## src/rtl/snake_frame_render.sv

```systemverilog
// Snake game frame renderer: fetches body segments from a sync-read memory,
// paints them plus the apple into a working buffer and commits it to the LED matrix.
module snake_frame_render #(
    parameter int ROWS    = 6,
    parameter int COLS    = 6,
    parameter int MAX_LEN = 16,
    parameter int PW      = $clog2(ROWS*COLS),
    parameter int LW      = $clog2(MAX_LEN+1),
    localparam int AW     = (MAX_LEN > 1) ? $clog2(MAX_LEN) : 1,
    localparam int NPIX   = ROWS*COLS
) (
    input  logic            clock,
    input  logic            restart,
    input  logic            start,
    input  logic [LW-1:0]   size,
    output logic [AW-1:0]   seg_addr,
    input  logic [PW-1:0]   seg_pos,
    input  logic [PW-1:0]   apple_pos,
    input  logic            apple_en,
    input  logic            blink,
    output logic [NPIX-1:0] leds,
    output logic            busy,
    output logic            frame_done,
    output logic            collision,
    output logic            apple_hit,
    output logic            pos_error
);

    typedef enum logic [2:0] {
        S_IDLE,
        S_CLEAR,
        S_FETCH,
        S_DRAIN,
        S_APPLE,
        S_COMMIT
    } state_t;

    state_t          r_state;
    logic [NPIX-1:0] r_work;
    logic [NPIX-1:0] r_leds;
    logic [LW-1:0]   r_len;
    logic [AW-1:0]   r_index;
    logic [AW-1:0]   r_pendIdx;
    logic            r_pend;
    logic            r_parity;
    logic            r_colScr;
    logic            r_hitScr;
    logic            r_errScr;
    logic            r_frameDone;
    logic            r_collision;
    logic            r_appleHit;
    logic            r_posError;

    logic [LW-1:0]   w_lenClamp;
    logic            w_segInRange;
    logic            w_appleInRange;
    logic            w_isHead;
    logic            w_writeSeg;
    logic            w_lastFetch;

    assign w_lenClamp     = (size > LW'(MAX_LEN)) ? LW'(MAX_LEN) : size;
    assign w_segInRange   = ({1'b0, seg_pos}   < (PW+1)'(NPIX));
    assign w_appleInRange = ({1'b0, apple_pos} < (PW+1)'(NPIX));
    assign w_isHead       = (r_pendIdx == '0);
    // A blinking head is suppressed on odd frames so it flashes at half the frame rate.
    assign w_writeSeg     = w_segInRange && !(w_isHead && blink && r_parity);
    assign w_lastFetch    = (LW'(r_index) == (r_len - LW'(1)));

    assign seg_addr   = (r_state == S_FETCH) ? r_index : '0;
    assign busy       = (r_state != S_IDLE);
    assign leds       = r_leds;
    assign frame_done = r_frameDone;
    assign collision  = r_collision;
    assign apple_hit  = r_appleHit;
    assign pos_error  = r_posError;

    always_ff @(posedge clock or negedge restart) begin
        if (!restart) begin
            r_state     <= S_IDLE;
            r_work      <= '0;
            r_leds      <= '0;
            r_len       <= '0;
            r_index     <= '0;
            r_pendIdx   <= '0;
            r_pend      <= 1'b0;
            r_parity    <= 1'b0;
            r_colScr    <= 1'b0;
            r_hitScr    <= 1'b0;
            r_errScr    <= 1'b0;
            r_frameDone <= 1'b0;
            r_collision <= 1'b0;
            r_appleHit  <= 1'b0;
            r_posError  <= 1'b0;
        end else begin
            r_frameDone <= 1'b0;
            r_pend      <= 1'b0;

            // seg_pos arriving now belongs to the address issued on the previous cycle.
            if (r_pend) begin
                if (!w_segInRange) begin
                    r_errScr <= 1'b1;
                end else begin
                    if (!w_isHead && r_work[seg_pos]) begin
                        r_colScr <= 1'b1;
                    end
                    if (w_writeSeg) begin
                        r_work[seg_pos] <= 1'b1;
                    end
                end
            end

            case (r_state)
                S_IDLE: begin
                    if (start) begin
                        r_state <= S_CLEAR;
                    end
                end
                S_CLEAR: begin
                    r_work   <= '0;
                    r_index  <= '0;
                    r_colScr <= 1'b0;
                    r_hitScr <= 1'b0;
                    r_errScr <= 1'b0;
                    r_len    <= w_lenClamp;
                    r_state  <= (w_lenClamp != '0) ? S_FETCH : S_APPLE;
                end
                S_FETCH: begin
                    r_pend    <= 1'b1;
                    r_pendIdx <= r_index;
                    if (w_lastFetch) begin
                        r_state <= S_DRAIN;
                    end else begin
                        r_index <= r_index + AW'(1);
                    end
                end
                S_DRAIN: begin
                    r_state <= S_APPLE;
                end
                S_APPLE: begin
                    if (apple_en) begin
                        if (w_appleInRange) begin
                            r_hitScr           <= r_work[apple_pos];
                            r_work[apple_pos]  <= 1'b1;
                        end else begin
                            r_errScr <= 1'b1;
                        end
                    end
                    r_state <= S_COMMIT;
                end
                S_COMMIT: begin
                    r_leds      <= r_work;
                    r_collision <= r_colScr;
                    r_appleHit  <= r_hitScr;
                    r_posError  <= r_errScr;
                    r_frameDone <= 1'b1;
                    r_parity    <= ~r_parity;
                    r_state     <= S_IDLE;
                end
                default: begin
                    r_state <= S_IDLE;
                end
            endcase
        end
    end

endmodule

```

## config.mk

```make
export PLATFORM = sky130hd
export DESIGN_NAME = snake_frame_render
export DESIGN_NICKNAME = d
export VERILOG_FILES = /design/src/rtl/snake_frame_render.sv
export SDC_FILE = /design/constraint.sdc
export NUM_CORES = 1
export LEC_CHECK = 0
export BUFFER_PORTS_ARGS = -buffer_cell sky130_fd_sc_hd__buf_2
export CORE_MARGIN = 2
export CORE_UTILIZATION = 40
export CTS_BUF_LIST = sky130_fd_sc_hd__clkbuf_8
export CTS_CLUSTER_SIZE = 8
export DETAILED_ROUTE_END_ITERATION = 8
export GPL_TIMING_DRIVEN = 0
export PLACE_DENSITY = 0.62
export SLEW_MARGIN = 0
export SYNTH_ARGS = -nofsm -noshare
export SYNTH_HDL_FRONTEND = slang
export SYNTH_SLANG_ARGS = --single-unit
```

## constraint.sdc

```tcl
create_clock -name clock -period 2.7 [get_ports clock]
set_input_delay 0.135 -clock clock [delete_from_list [all_inputs] [get_ports clock]]
set_output_delay 0.135 -clock clock [all_outputs]
set_load 0.01 [all_outputs]
```

Word-level counts from Yosys, hierarchy flattened
Index checks and enable logic that the tools add are counted. Widths: inputs -> output; s select.

Register bits: 97. Bits in latches: 0. RAM bits: 0. Memory bits (read-only): 0. Input port bits: 22. Memories kept: 0.

Add/subtract/negate cells: 2. $mul: 0. Div/mod/pow operators: 0. Order comparisons: 7. Equal/unequal tests: 11. Shift-type cells: 0. Mux-type cells: 36. Bitwise logic cells: 3. Reductions and logical operators: 21.

Operators with widths (count): $mux 36 (5); $or 36x36->36 (2); $pmux 36 s2 (1); $mux 1 (16); $pmux 3 s5 (1); $lt 6x7->1 const B (2); $bmux 1 s6 (2); $demux 1 s6 (2); $ge 6x1->1 const B (2); $lt 6x6->1 const B (2); $ne 2x2->1 const B (5); $reduce_bool 2->1 (5); $mux 3 (3); $mux 4 (2); $pmux 4 s2 (1); $eq 3x2->1 const B (2); $eq 3x3->1 const B (2); $logic_and 1x1->1 (6); $reduce_and 3->1 (2); $eq 4x5->1 (1); $gt 5x5->1 const B (1); $mux 5 (1); $reduce_bool 5->1 (1); $sub 5x1->5 const B (1); other kinds (9) (12).

Longest topological paths before layout
Gate-level depths: netlist (run 1).

Depth in word-level cells: 12. Mapped depth: 8. Depth with buffers taken out: 8.

Worst setup path before layout (run 1)
OpenSTA, ideal clock, no wires.

Kind: register to register. From: register r_state[0]. To: register r_work[34]. Library setup time: 124 ps. Data arrival time: 1632 ps. Data required time: 2576 ps. Path slack: 944 ps. Stages on the path, launching flop included: 9. Path buffers: 2. Period minus slack after synthesis: 1756 ps. Cells stage by stage: dfrtp_1 > clkbuf_1 > nor2_1 > nand4_1 > nand2b_1 > clkbuf_1 > nand2b_1 > nor2_1 > o31a_1.

Longest elaborated chain between the ends: 2. Elaborated cells on any way between the ends: 3.

Ends and longest elaborated chain: from (decl) (line 38) `state_t r_state;`; from (signal assigned) (line 125) `r_state <= (w_lenClamp != '0) ? S_FETCH : S_APPLE;`; $eq 3x3->1 or $eq 3x1->1 (tied branches) (line 112) `case (r_state)`; $pmux 36 s2 * (line 112); to (signal, indexed assignment) (line 107) `r_work[seg_pos] <= 1'b1;`; to (signal assigned) (line 119) `r_work <= '0;`; to (signal, indexed assignment) (line 143) `r_work[apple_pos] <= 1'b1;`; to (decl) (line 39) `logic [NPIX-1:0] r_work;`.

Mark *: on every way between the ends. The rest lies on a longest branch, timed or not. A chain may end at the register's enable or synchronous reset.

Worst setup path after layout (run 1)
Ends and elaborated chain as after synthesis.

==> reports/results.txt, run 1 <==
synth-to-layout area growth = 15.4%
worst slew pin tran = 0.776 ns
post-synthesis async set-or-reset flop share = 100%
layout cells sized above 1 = 26.8%
leakage power = 2.70 nW
top area cells in the synthesized netlist = dfrtp_1, mux2_2, mux4_2, o21a_1, nand2_1
Worst-path clk slew = 0.09 ns
crit path DAT = 2.63 ns
minimum clock period = 2.36 ns
placed insts = 655
Syn Inst Count = 443
Yosys top cell area share = 49.2%
hold_sp = size[3]
antenna-violating nets left = 0
Crit path max-delay family = simple AND/OR/NAND/NOR gates
Die ar. = 13200 um^2
fin nets = 546
# DRC = 0
hold crit path type = in -> reg
number of synthesized flops with an enable pin = 0
first-pass GRT wire length = 22400 um
period utilisation layout = 87.5%
CTS sink cnt = 97
Final Hold Viols = 0
Die W = 115 um
Post-synth top cells = dfrtp_1, mux2_2, nand2_1, o21a_1, nor2_1
post-DP HPWL = 10700 um
Pre-Repair DR Iteration Count = 5
Clock Path Buffers = 2
Core ar. = 12000 um^2
maxcap violations = 0
postcts setup bufs = 0
Tot Pwr = 0.00390 W
vias in the first global route = 3835
Synth Flop Type = dfrtp_1
DR vias/cell = 5.93
Die Ht = 115 um
CP max stage cell = clkbuf_1
1st-iter DRT viols = 251
Setup Skew = 0.0119 ns
f_max = 423 MHz
#FFs+latches synth = 97
cells along the critical path = clkbuf_1 > nor2_1 > nand4_1 > nand2b_1 > clkbuf_1 > nand2b_1 > nor2_1 > o31a_1
Worst Path Required = 2.97 ns
PwrDens = 685 nW/um^2
most numerous cell in the Yosys netlist = dfrtp_1
initial antenna violation count = 0
worst vdd ir = 379 uV
H-tree depth = 3
unique cell type count in the Yosys netlist = 51
gr usage total = 23.0%
unrepaired setup endpoints after global routing = no
Setup TNS = 0 ns
Starting Density = 41.1%
startpoint type of the worst setup path = flip-flop
syn_nets = 467
status = completed
num ports = 67
mean post-synth cell area = 11.1 um^2
Cell Area, Synth = 4930 um^2
warnings from Yosys = 0
I/O Buffers = 64
post-DR wirelength/cell = 21.5 um
row count = 40
CTS tree = done
Setup Viol. Count Final = 0
Final Max Slew Viols = 0
Crit. Startpoint = r_state[0]
Clk Latency, worst-skew pair = 0.38 ns
Routed WL = 14500 um
endpoint class of the critical path = flip-flop
Num CTS Buffers = 9
total grt overflow = 0
Slew headroom = 48.3%
worst-path fanout max = 10
Critical R2R Launch = r_state[0]
max incr delay on CP = 0.44 ns
register area share after synthesis = 49.2%
Crit Path Category = reg -> reg
root buf cell = clkbuf_8
ANT cells = 0
largest net degree at the start of global routing = 56
routed via count = 3989
Final Non-Filler Cells = 673
post-synth top area cell = dfrtp_1
GPL Wtd Cong = 0.970
Crit path buffers/inverters = 2
==> power by group <==
part	leakage [nW]	switching (W)	total, W	internal (W)
Combinational	1.26	0.000680	0.00114	0.000459
Sequential	1.33	0.000151	0.00180	0.00165
Clock	0.104	0.000492	0.000960	0.000468
==> through the flow <==
stage	hold WS, ns	util, %	instance area [um^2]	setup WS (ns)
final	0.0283	47.4	5700	0.338
after global routing	0.0365	47.4	5700	0.240
after CTS	0.0124	47.4	5700	0.400
after detailed placement	0.162	45.5	5470	0.421
after global placement	0.384	45.3	5440	0.380
after floorplan	-0.161	-	4930	0.944
==> final cells by class <==
cell class | count | area [um^2]
Fill cell | 1167 | 6320
Sequential cell | 97 | 2430
Multi-Input combinational cell | 312 | 2360
Timing Repair Buffer | 68 | 380
Tap cell | 147 | 184
Clock buffer | 11 | 151
Buffer | 26 | 118
Clock inverter | 4 | 45.0
Inverter | 8 | 30.0
==> path summary, 6_finish.rpt <==
check                      cells past startpoint           end  slack, ns
max in group asynchronous                      3      r_len[2]       1.76
min in group asynchronous                      2      leds[16]       0.28
min reg2reg                                    1  r_pendIdx[0]       0.49
min                                            3      r_len[3]       0.03
max                                            8    r_work[34]       0.34
max reg2reg                                    8    r_work[34]       0.34
==> cells by family (layout without fill, tap and decap cells) <==
kind of cell | count (synthesis) | after routing | synth area share, %
XOR/XNOR | 9 | 9 | 1.60
buffers and inverters | 34 | 117 | 2.99
AND/OR/NAND/NOR | 128 | 128 | 13.1
flip-flops | 97 | 97 | 49.2
AO/OA/AOI/OAI | 109 | 109 | 15.7
adder cells (fa/ha/maj) | 2 | 2 | 0.507
multiplexers | 64 | 64 | 16.9
==> what timing repair did <==
action / CTS / global route
hold buffers: 3 / 0
endpoints found under the hold margin: 44 / 0
resized for setup: 0 / 0
==> cell usage in the layout (no fill, tap or decap), types with 5 or more instances in the layout <==
| cell type | synthesis | routed |
|---|---|---|
| clkbuf_1 | 18 | 18 |
| clkbuf_8 | 0 | 11 |
| nand2_1 | 36 | 36 |
| nor3_1 | 8 | 8 |
| o21ai_0 | 13 | 13 |
| and2_1 | 5 | 5 |
| a21o_1 | 5 | 5 |
| o21a_1 | 30 | 30 |
| nand3b_1 | 6 | 6 |
| o22ai_1 | 19 | 19 |
| o32ai_1 | 13 | 13 |
| nor2b_1 | 5 | 5 |
| a31oi_1 | 8 | 8 |
| dfrtp_1 | 97 | 97 |
| mux2i_1 | 10 | 10 |
| mux4_2 | 10 | 10 |
| xnor2_1 | 8 | 8 |
| nand2b_1 | 9 | 9 |
| inv_1 | 8 | 10 |
| mux2_2 | 43 | 43 |
| nor2_1 | 28 | 28 |
| buf_2 | 1 | 64 |
| nand3_1 | 12 | 12 |
==> registers in the layout (all words and copies together), names as in the netlist, 3 cells and up <==
signal and cells:
r_len 5, leds 36, r_state 3, r_index 4
r_pendIdx 4, r_work 36
==> tightest hold or removal path, delay by kind of cell <==
kind	cells	cell delay (ns)
compound gates	1	0.07
simple gates	1	0.05
buf+inv	1	0.10
==> metal layers <==
layer | wire, um | global-route usage [%] | vias to the layer above
met2 | 6730 | 35.8 | 158
met5 | 0 | 0 | -
met3 | 931 | 4.22 | 29
li1 | - | - | 1804
met1 | 6340 | 31.4 | 1998
met4 | 476 | 10.6 | 0
(Power assumes the default switching activity.)
==> run 2, diff against run 1 <==
- CORE_UTILIZATION: 40 -> 53
- PLACE_DENSITY: 0.62 -> 0.77
==> run 2 against run 1 <==
Final area decreased by 1.5%. Sequential power about the same. Utilization increased by 14 points. Register-to-register slack about the same. Count of clock-buffer cells in the layout decreased by 2. Die area decreased by 24%. Clock power decreased by 5.0%. Critical endpoint unchanged.
==> reports/results.txt, run 2 (synthesized netlist as in run 1, its figures left out) <==
layout cells sized above 1 = 27.4% (+0.62 points)
fin nets = 544 (-0.37%)
largest net degree at the start of global routing = 50 (-11%)
f_max = 421 MHz (-0.51%)
post-DR wirelength/cell = 22.3 um (+3.7%)
CTS sink cnt = 97 (unchanged)
synth-to-layout area growth = 13.7%
I/O Buffers = 64 (unchanged)
worst-path fanout max = 10 (unchanged)
period utilisation layout = 87.9% (+0.45 points)
Routed WL = 14200 um (-2.0%)
PnR worst setup slack = 0.326 ns (-0.0122 ns)
ANT cells = 0 (unchanged)
worst slew pin tran = 0.674 ns (-0.102 ns)
hold crit path type = in -> reg
GPL Wtd Cong = 1.01 (+4.3%)
Placement Setup Slack = 0.405 ns (-0.0168 ns)
DR vias/cell = 6.32 (+6.7%)
Clk Latency, worst-skew pair = 0.38 ns (about the same)
crit path DAT = 2.63 ns (about the same)
endpoint class of the critical path = flip-flop
total grt overflow = 0 (unchanged)
Setup Viol. Count Final = 0 (unchanged)
H-tree depth = 3 (unchanged)
worst vdd ir = 446 uV (+18%)
Worst Path Required = 2.96 ns (about the same)
Final Max Slew Viols = 0 (unchanged)
routed via count = 4022 (+0.83%)
unrepaired setup endpoints after global routing = no
Core ar. = 9150 um^2 (-24%)
# DRC = 0 (unchanged)
Hold WS = 0.00483 ns (-0.0234 ns)
post-DP HPWL = 10200 um (-4.8%)
Pre-Repair DR Iteration Count = 5 (unchanged)
Setup Skew = 0.0131 ns (+0.00113 ns)
gr usage total = 28.9% (+5.9 points)
post_cts resized = 0 (unchanged)
post-layout util = 61.3% (+14 points)
startpoint type of the worst setup path = flip-flop
initial antenna violation count = 0 (unchanged)
Crit Path Category = reg -> reg
1st-iter DRT viols = 214 (-15%)
CTS tree = done
minimum clock period = 2.37 ns (+0.0122 ns)
Starting Density = 53.9% (+13 points)
Die Ht = 100 um (-13%)
row count = 35 (-13%)
maxcap violations = 0 (unchanged)
most frequent cells in the layout = dfrtp_1, buf_2, mux2_2
first-pass GRT wire length = 21700 um (-2.8%)
status = completed
leakage power = 2.68 nW (-0.96%)
Tot Pwr = 0.00386 W (-1.1%)
Num CTS Buffers = 9 (unchanged)
Die ar. = 10100 um^2 (-24%)
antenna-violating nets left = 0 (unchanged)
Die W = 100 um (-13%)
commonest non-fill, non-tap cell in the layout = dfrtp_1
Clock Path Buffers = 2 (unchanged)
Setup TNS = 0 ns (unchanged)
root buf cell = clkbuf_8
Final Hold Viols = 0 (unchanged)
PwrDens = 688 nW/um^2 (+0.47%)
Worst-path clk slew = 0.10 ns (about the same)
num ports = 67 (unchanged)
vias in the first global route = 3910 (+2.0%)
Slew headroom = 55.1% (+6.8 points)
-- run 2: cell count changes in the layout (fill, tap and decap cells not counted), sizes merged --
cell         delta
bufinv          -1
clkbuf          -2
clkinv          +2
clkinvlp        +1
dlygate4sd3     -2
inv             +1
-- run 2: what timing repair did --
| item | in CTS | in global routing |
|---|---|---|
| hold endpoints to repair | 48 | 0 |
| setup buffers | 0 | 0 |
| hold buffers | 1 | 0 |
-- run 2: worst paths after layout --
check                             start           end  slack [ns]  cells past startpoint
max                          r_state[0]    r_work[34]        0.33                      8
min                             size[4]      r_len[4]       0.005                      3
max reg2reg                  r_state[0]    r_work[34]        0.33                      8
min reg2reg                r_pendIdx[2]  r_pendIdx[2]        0.49                      1
max in group asynchronous       restart    r_work[15]        1.72                      3
min in group asynchronous       restart      leds[18]        0.31                      2
-- run 2: cell type report --
cell class,instances,area [um^2]
clock inverters,7,51.3
plain buffers,26,118
fillers,779,3540
flip-flops and latches,97,2430
well taps,111,139
multi-input cells,312,2360
clock buffers,9,124
inverters,8,30.0
repair buffers,66,360
-- run 2: power breakdown --
group | switching [W] | total (W) | leakage (nW) | internal [W]
clock network | 0.000570 | 0.000912 | 0.0864 | 0.000342
logic | 0.000680 | 0.00114 | 1.26 | 0.000457
registers | 0.000161 | 0.00181 | 1.33 | 0.00165
-- run 2: metrics by stage --
| stage | instances | instance area, um^2 |
|---|---|---|
| after floorplan | 443 | 4930 |
| after global placement | 618 | 5390 |
| after detailed placement | 619 | 5420 |
| after CTS | 636 | 5610 |
| after global routing | 636 | 5610 |
| final | 636 | 5610 |
-- run 2: critical path: stages, from the launching register on --
cell and delay, ns:
dfrtp_1 0.33, clkbuf_1 0.30, nor2_1 0.14, nand4_1 0.17, nand2b_1 0.13, clkbuf_1 0.41, nand2b_1 0.41, nor2_1 0.10
o31a_1 0.29
-- run 2: metal layers --
layer	up-vias	global-route usage [%]	wire length, um
li1	1791	-	-
met1	2018	39.2	6040
met2	182	46.8	6870
met3	31	5.96	914
met4	0	9.59	368
met5	-	0	0
